File: src/rtl/dom_mask_pkg.sv
// Shared constants and types for the DOM AND gadget masking front end.
// Holds the PRNG defaults, FSM state type and the share-pair type.
package dom_mask_pkg;

    localparam int          LFSR_W_DEF = 32;
    // Galois mask for x^32 + x^22 + x^2 + x + 1 in a right-shifting register
    localparam logic [31:0] LFSR_TAPS  = 32'h8020_0003;
    localparam logic [31:0] SEED_DEF   = 32'hACE1_2468;

    typedef enum logic {
        WARM = 1'b0,
        RUN  = 1'b1
    } fsm_t;

    typedef logic [1:0] share_t;

    function automatic share_t mask_bit(input logic x, input logic m);
        return {x ^ m, m};
    endfunction

endpackage

File: src/rtl/dom_lfsr.sv
// Galois LFSR with seed load, xor-load reseed (zero-guarded) and a
// single- or triple-step advance per enabled cycle.
module dom_lfsr
    import dom_mask_pkg::*;
#(
    parameter int           W    = LFSR_W_DEF,
    parameter logic [W-1:0] SEED = W'(SEED_DEF),
    parameter logic [W-1:0] TAPS = W'(LFSR_TAPS)
) (
    input  logic         clk,
    input  logic         load,
    input  logic         xor_load,
    input  logic [W-1:0] xor_data,
    input  logic         step_en,
    input  logic         step3,
    output logic [W-1:0] state
);

    function automatic logic [W-1:0] step(input logic [W-1:0] s);
        return (s >> 1) ^ (s[0] ? TAPS : '0);
    endfunction

    logic [W-1:0] one_step;
    logic [W-1:0] three_step;
    logic [W-1:0] xored;

    always_comb begin
        one_step   = step(state);
        three_step = step(step(one_step));
        xored      = state ^ xor_data;
    end

    // An all-zero state would lock the register, so a zero reseed falls back to SEED
    always_ff @(posedge clk) begin
        if (load) begin
            state <= SEED;
        end else if (xor_load) begin
            state <= (xored == '0) ? SEED : xored;
        end else if (step_en) begin
            state <= step3 ? three_step : one_step;
        end
    end

endmodule

File: src/rtl/dom_mask_feeder.sv
// Splits operand bits a/b into Boolean share pairs plus a refresh bit for the DOM gadget.
// Optional reseed port pair enabled by defining DOM_MASK_FEEDER_RESEED_EN.
module dom_mask_feeder
    import dom_mask_pkg::*;
#(
    parameter int                LFSR_W = LFSR_W_DEF,
    parameter logic [LFSR_W-1:0] SEED   = LFSR_W'(SEED_DEF),
    parameter int                WARMUP = 64
) (
    input  logic              clk,
    input  logic              rst,
    input  logic              in_valid,
    output logic              in_ready,
    input  logic              in_a,
    input  logic              in_b,
    output logic              out_valid,
    input  logic              out_ready,
    output logic [1:0]        port_a,
    output logic [1:0]        port_b,
    output logic              port_r
`ifdef DOM_MASK_FEEDER_RESEED_EN
    ,
    input  logic              seed_valid,
    input  logic [LFSR_W-1:0] seed_data
`endif
);

    fsm_t              state;
    fsm_t              state_next;
    logic [7:0]        warm_cnt;
    logic [7:0]        warm_cnt_next;
    logic              warm_done;
    logic              reseed;
    logic [LFSR_W-1:0] reseed_data;
    logic              accept;
    logic              lfsr_step;
    logic              lfsr_step3;
    logic [LFSR_W-1:0] lfsr_state;
    logic [LFSR_W-4:0] unused_lfsr_bits;

`ifdef DOM_MASK_FEEDER_RESEED_EN
    assign reseed      = seed_valid;
    assign reseed_data = seed_data;
`else
    assign reseed      = 1'b0;
    assign reseed_data = '0;
`endif

    assign warm_done        = (warm_cnt == 8'(WARMUP - 1));
    assign unused_lfsr_bits = lfsr_state[LFSR_W-1:3];

    dom_lfsr #(
        .W    (LFSR_W),
        .SEED (SEED)
    ) u_lfsr (
        .clk      (clk),
        .load     (rst),
        .xor_load (reseed),
        .xor_data (reseed_data),
        .step_en  (lfsr_step),
        .step3    (lfsr_step3),
        .state    (lfsr_state)
    );

    always_ff @(posedge clk) begin
        if (rst) begin
            state    <= WARM;
            warm_cnt <= '0;
        end else begin
            state    <= state_next;
            warm_cnt <= warm_cnt_next;
        end
    end

    // A reseed pre-empts everything, including an accept in the same cycle
    always_comb begin
        state_next    = state;
        warm_cnt_next = warm_cnt;
        lfsr_step     = 1'b0;
        lfsr_step3    = 1'b0;
        in_ready      = 1'b0;
        if (reseed) begin
            state_next    = WARM;
            warm_cnt_next = '0;
        end else begin
            case (state)
                WARM: begin
                    lfsr_step     = 1'b1;
                    warm_cnt_next = warm_cnt + 8'd1;
                    if (warm_done) begin
                        state_next = RUN;
                    end
                end
                RUN: begin
                    in_ready   = !out_valid || out_ready;
                    lfsr_step  = in_valid && in_ready;
                    lfsr_step3 = 1'b1;
                end
                default: state_next = WARM;
            endcase
        end
        accept = in_valid && in_ready;
    end

    // Shares are left in place when the item drains to avoid extra toggling
    always_ff @(posedge clk) begin
        if (rst) begin
            out_valid <= 1'b0;
            port_a    <= '0;
            port_b    <= '0;
            port_r    <= 1'b0;
        end else if (accept) begin
            out_valid <= 1'b1;
            port_a    <= mask_bit(in_a, lfsr_state[0]);
            port_b    <= mask_bit(in_b, lfsr_state[1]);
            port_r    <= lfsr_state[2];
        end else if (out_ready) begin
            out_valid <= 1'b0;
        end
    end

endmodule

File: config.mk
export PLATFORM = sky130hd
export DESIGN_NAME = dom_mask_feeder
export DESIGN_NICKNAME = d
export VERILOG_FILES = /design/src/rtl/dom_mask_pkg.sv /design/src/rtl/dom_lfsr.sv /design/src/rtl/dom_mask_feeder.sv
export SDC_FILE = /design/constraint.sdc
export NUM_CORES = 1
export LEC_CHECK = 0
export ABC_AREA = 0
export CAP_MARGIN = 0
export CORE_ASPECT_RATIO = 1.75
export CORE_MARGIN = 5
export CORE_UTILIZATION = 35
export DETAILED_ROUTE_END_ITERATION = 10
export GPL_TIMING_DRIVEN = 0
export HOLD_SLACK_MARGIN = 0.12
export SLEW_MARGIN = 20
export SYNTH_ARGS = -nofsm -noshare
export SYNTH_HDL_FRONTEND = slang
export SYNTH_SLANG_ARGS = --single-unit
File: constraint.sdc
create_clock -name clk -period 1.4 [get_ports clk]
set_input_delay 0.42 -clock clk [delete_from_list [all_inputs] [get_ports clk]]
set_output_delay 0.42 -clock clk [all_outputs]
set_load 0.01 [all_outputs]
## Yosys cells after proc, flatten, opt, wreduce, memory -nomap -nowiden

Cells that the tools add are included.

- Output and inout port bits: 7
- Word-level logic and storage cells: 31
- Flip-flop bits (word level): 47

- Add/sub/neg operators: 1
- Mux-type cells: 11
- Reductions and logical operators: 5
- Bitwise operators: 6
- Eq/ne operators: 1

Operators by type and width:

| operator | count |
|---|---|
| 32-bit 2-to-1 mux | 4 |
| 31-bit by 32-bit bitwise XOR with 32-bit output | 3 |
| 8-bit by 1-bit adder with 8-bit output, second input constant | 1 |
| 8-bit by 6-bit == test with 1-bit output, second input constant | 1 |
| 1-bit 2-to-1 mux | 6 |
| 1-bit logical AND | 2 |
| 1-bit one-hot mux with 2 select lines | 1 |
| 2-bit nonzero test | 1 |
| 1-bit bitwise XOR | 2 |
| 1-bit logical NOT | 1 |
| 1-bit logical OR | 1 |
| 1-bit NOT | 1 |

## Depth between registers and ports, before layout

- Depth in word-level cells: 7
- Depth in mapped cells: 5
- Depth with buffers taken out: 4

## Modules after synthesis

A second synthesis with hierarchy kept.

- Cell total of the unflattened synthesis: 392
- Area, all modules: 3290.7 sq um

Modules (own cells, without submodules):

| module | area each (sq um) | cells each | times used | sequential area each (sq um) |
|---|---|---|---|---|
| dom_lfsr | 2632.5 | 317 | 1 | 640.6 |
| dom_mask_feeder | 658.1 | 75 | 1 | 300.3 |

## Worst setup path after synthesis

OpenSTA, ideal clock, no wires.

- Path type: input port to flip-flop
- Start point: in in_valid
- End point: reg u_lfsr.state[0]
- Stages: 5
- Arrival time: 1333 ps
- Slack: -53 ps
- Data required time: 1279 ps
- Buffers on the path: 2
- Library setup time: 121 ps
- Cell sequence: buf_6 > and2_1 > buf_2 > a32oi_1 > mux2_2

- Cells in the longest elaborated chain, start to end: 2

RTL lines:

| what | line | RTL |
|---|---|---|
| start: declaration | dom_mask_feeder.sv:12 | `input logic in_valid,` |
| 1-bit logical AND | dom_mask_feeder.sv:96 | `lfsr_step = in_valid && in_ready;` |
| 1-bit one-hot mux with 2 select lines | dom_mask_feeder.sv:86 | `case (state)` |
| end signal: assignment | dom_lfsr.sv:38 | `state <= (xored == '0) ? SEED : xored;` |
| end signal: assignment | dom_lfsr.sv:40 | `state <= step3 ? three_step : one_step;` |
| end: declaration | dom_lfsr.sv:16 | `output logic [W-1:0] state` |

No other way between the ends.
A chain may end at the register's enable or synchronous reset.

## Final worst setup path

- Start point: reg out_valid
- End point: out in_ready

- Cells in the longest elaborated chain, start to end: 3

RTL lines:

| what | line | RTL |
|---|---|---|
| start: declaration | dom_mask_feeder.sv:16 | `output logic out_valid,` |
| start signal: assignment | dom_mask_feeder.sv:108 | `out_valid <= 1'b0;` |
| start signal: assignment | dom_mask_feeder.sv:113 | `out_valid <= 1'b1;` |
| start signal: assignment | dom_mask_feeder.sv:118 | `out_valid <= 1'b0;` |
| 1-bit logical NOT | dom_mask_feeder.sv:95 | `in_ready = !out_valid \|\| out_ready;` |
| 1-bit logical OR | dom_mask_feeder.sv:95 |  |
| 1-bit 2-to-1 mux | dom_mask_feeder.sv:86 |  |
| end: declaration | dom_mask_feeder.sv:13 | `output logic in_ready,` |

No other way between the ends.

==> results.json <==
{
  "ys_seq_area_frac": 0.415,
  "crit_chain": "and2b_2, clkbuf_8, nor2_1, buf_2",
  "routabilityCongestion": 0.894,
  "seq_power_share": 0.558,
  "violations": "negative setup slack",
  "syn-num-nets": 278,
  "grt_pass1_wl_um": 10900,
  "wl_per_cell_um": 18.2,
  "pwr-share-clk": 0.316,
  "r2r_slack_ps": -50,
  "slew_headroom": 0.634,
  "cts_tree": "done",
  "use_met3": 0.0327,
  "clock_path_buffers": 2,
  "placementRows": 38,
  "ant_nets": 0,
  "critical_path.endpoint_type": "primary output",
  "fmax_mhz": 621,
  "drt_iter0_markers": 141,
  "die_x_um": 70.8,
  "hp-start": "in_valid",
  "grt_use_total": 0.171,
  "reg2reg_depth": 4,
  "synth_edf_count": 0,
  "drt_first_pass_iters": 4,
  "synth_area_mm2": 0.00226,
  "switching_share": 0.278,
  "hold_depth": 3,
  "nets": 297,
  "ys_seq_elements": 47,
  "power_w": 0.00265,
  "ios": 13,
  "fillerInstances": 656,
  "power.density_mw_per_mm2": 1020,
  "grt_start_max_net_pins": 14,
  "rsz0062_at_grt": "true",
  "die_y_um": 116,
  "power_leakage_nw": 1.00,
  "root_buffer": "clkbuf_8",
  "vdd_drop_max_mv": 0.501,
  "switchingPower_w": 0.000736,
  "clk_pin_slew_worst_paths_ps": 90,
  "layout_common_cells": "dfxtp_1 (45), nand3_1 (32), o21ai_0 (29)",
  "grt.overflow.total": 0,
  "htreeDepth": 2,
  "portBuffers": 10,
  "power_frac_comb": 0.126,
  "status": "finished, violations left",
  "drv_slew": 0,
  "cap_violations": 0,
  "final_util": 0.414,
  "holdBufCountCts": 0,
  "cts_inserted_buffers": 5,
  "hpwl_um": 4780,
  "finalWorstSetupSlack_ps": -209,
  "max_slew.worst_pin.slew_ps": 549,
  "via_per_inst": 5.74,
  "path_class": "flip-flop to primary output",
  "start_util": 0.361,
  "max_stage_delay_ps": 340,
  "avgSynthCellArea_um2": 8.36,
  "critPathSlowestCell": "dfxtp_2",
  "hold_path_class": "input pin to flip-flop",
  "path_max_fanout": 3,
  "num_vias": 2129,
  "async_flop_share": 0,
  "startpoint_type": "flip-flop",
  "antenna_found_initial": 0,
  "area.growth.synth_to_final_pct": 14.6,
  "synth_warnings": 0,
  "route.final.wire_length_um": 6760,
  "setup_viol": 2,
  "syn-instance-count": 271,
  "worstPathRequired_ps": 980,
  "pre_cts_ws_ps": -1140,
  "whs_endpoint": "u_lfsr.state[20]$_SDFFE_PP0P_",
  "rr_startpoint": "warm_cnt[1]$_SDFFE_PP0N_",
  "internal_power_w": 0.00191,
  "dieArea_mm2": 0.00824,
  "fin_crit_ps": 1610,
  "cts.sinks": 47,
  "rr_endpoint": "warm_cnt[6]$_SDFFE_PP0N_",
  "met2_usage": 0.306,
  "antennaDiodeCount": 0,
  "grt_pass1_vias": 2168,
  "drcViolationCount": 0,
  "synth.distinct_cells": 43,
  "multi_input_area_mm2": 0.00116,
  "post-route-period-util": 1.15,
  "register_area_um2": 943,
  "drive_above_1_share": 0.144,
  "met1_usage": 0.176,
  "fin_worst_skew_ps": 10.3,
  "yosys_most_used_dff": "dfxtp_1",
  "coreArea_mm2": 0.00628,
  "hold_viol_final": 0,
  "clock_latency_ps": 320,
  "cp.arrival_ps": 1190,
  "gr-max-usage-layer": "met2",
  "layout_commonest_cell": "dfxtp_1"
}
routing by layer:
layer	vias to the layer above	wire length, µm	part of all wire
met2	65	3500	0.52
met1	1016	2650	0.39
met5	-	0	0
met3	19	286	0.042
li1	1029	-	-
met4	0	322	0.048
power by group through the flow:
stage / Sequential [W] / Clock (W) / Combinational [W]
global route: 0.00149 / 0.000910 / 0.000366
floorplan: 0.00148 / 0 / 0.000259
detailed placement: 0.00151 / 0 / 0.000329
finish: 0.00148 / 0.000836 / 0.000333
global placement: 0.00150 / 0 / 0.000326
CTS: 0.00147 / 0.000849 / 0.000329
final cells by class:
type,instances,share of cell area
sequential,47,0.363
inverter,3,0.00627
tap,80,0.0386
clock buffer,7,0.0294
buffer,29,0.0708
clock inverter,1,0.00193
multi-input combinational,191,0.448
timing repair buffer,13,0.0419
flip-flops by register name (all words and copies together), names as in the netlist:
| signal | flops |
|---|---|
| port_b | 2 |
| u_lfsr.state | 32 |
| port_a | 2 |
| out_valid | 1 |
| state | 1 |
| warm_cnt | 8 |
| port_r | 1 |
worst max-delay path by stage:
stage                     slack, ps                            to              startpoint  cells past startpoint
after floorplan                 -10  u_lfsr.state[0]$_SDFFE_PP0P_                in_valid                      5
after global placement        -1140                      in_ready               out_ready                      5
after detailed placement      -1140                      in_ready               out_ready                      5
after CTS                      -210                      in_ready  out_valid$_SDFFE_PP0P_                      4
after global routing           -250                      in_ready  out_valid$_SDFFE_PP0P_                      4
final                          -210                      in_ready  out_valid$_SDFFE_PP0P_                      4
cell families (layout without fill, tap and decap cells):
group	count (synthesis)	after routing	synth area share
AOI/OAI and AO/OA	81	81	0.232
xor gates and xnor gates	14	14	0.0541
adders and majority gates	1	1	0.00552
buffers and inverters	33	53	0.0724
DFF	47	47	0.415
muxes	3	3	0.0144
and+or+nand+nor	92	92	0.206
per-stage QoR:
| step | cells | hold WS, ps | setup TNS [ps] | cell area (µm²) |
|---|---|---|---|---|
| 6_report | 371 | 442 | -261 | 2600 |
| 2_1_floorplan | 271 | 452 | -14.4 | 2270 |
| 5_1_grt | 371 | 469 | -624 | 2600 |
| 4_1_cts | 370 | 443 | -267 | 2570 |
| 3_3_place_gp | 361 | 463 | -20420 | 2470 |
| 3_5_place_dp | 361 | 471 | -20870 | 2470 |
what timing repair did:
item / 4_1_cts / 5_1_grt
endpoints found under the setup margin: 45 / 33
buffers inserted: 2 / 1
gates resized for setup: 21 / 16
pin swaps: 1 / 3
gates cloned: 0 / 0
synthesized netlist by cell type (3+ instances only):
master | count | share of area
nor2_1 | 25 | 0.041
xnor2_1 | 6 | 0.023
a31oi_1 | 11 | 0.030
dfxtp_1 | 47 | 0.42
nand3_1 | 32 | 0.071
nand2_1 | 6 | 0.0099
clkbuf_1 | 12 | 0.020
a311oi_1 | 17 | 0.066
xor2_1 | 8 | 0.031
a21oi_1 | 12 | 0.027
buf_2 | 13 | 0.029
nor2b_1 | 3 | 0.0083
nor3_1 | 14 | 0.031
o21ai_0 | 29 | 0.064
worst max-delay path, delay by kind of cell, from the launching register on:
family	cells	cell delay (ps)
buffers and inverters	2	260
DFF	1	340
and+or+nand+nor	2	270
Note: power is estimated with default switching activity, not from simulation.
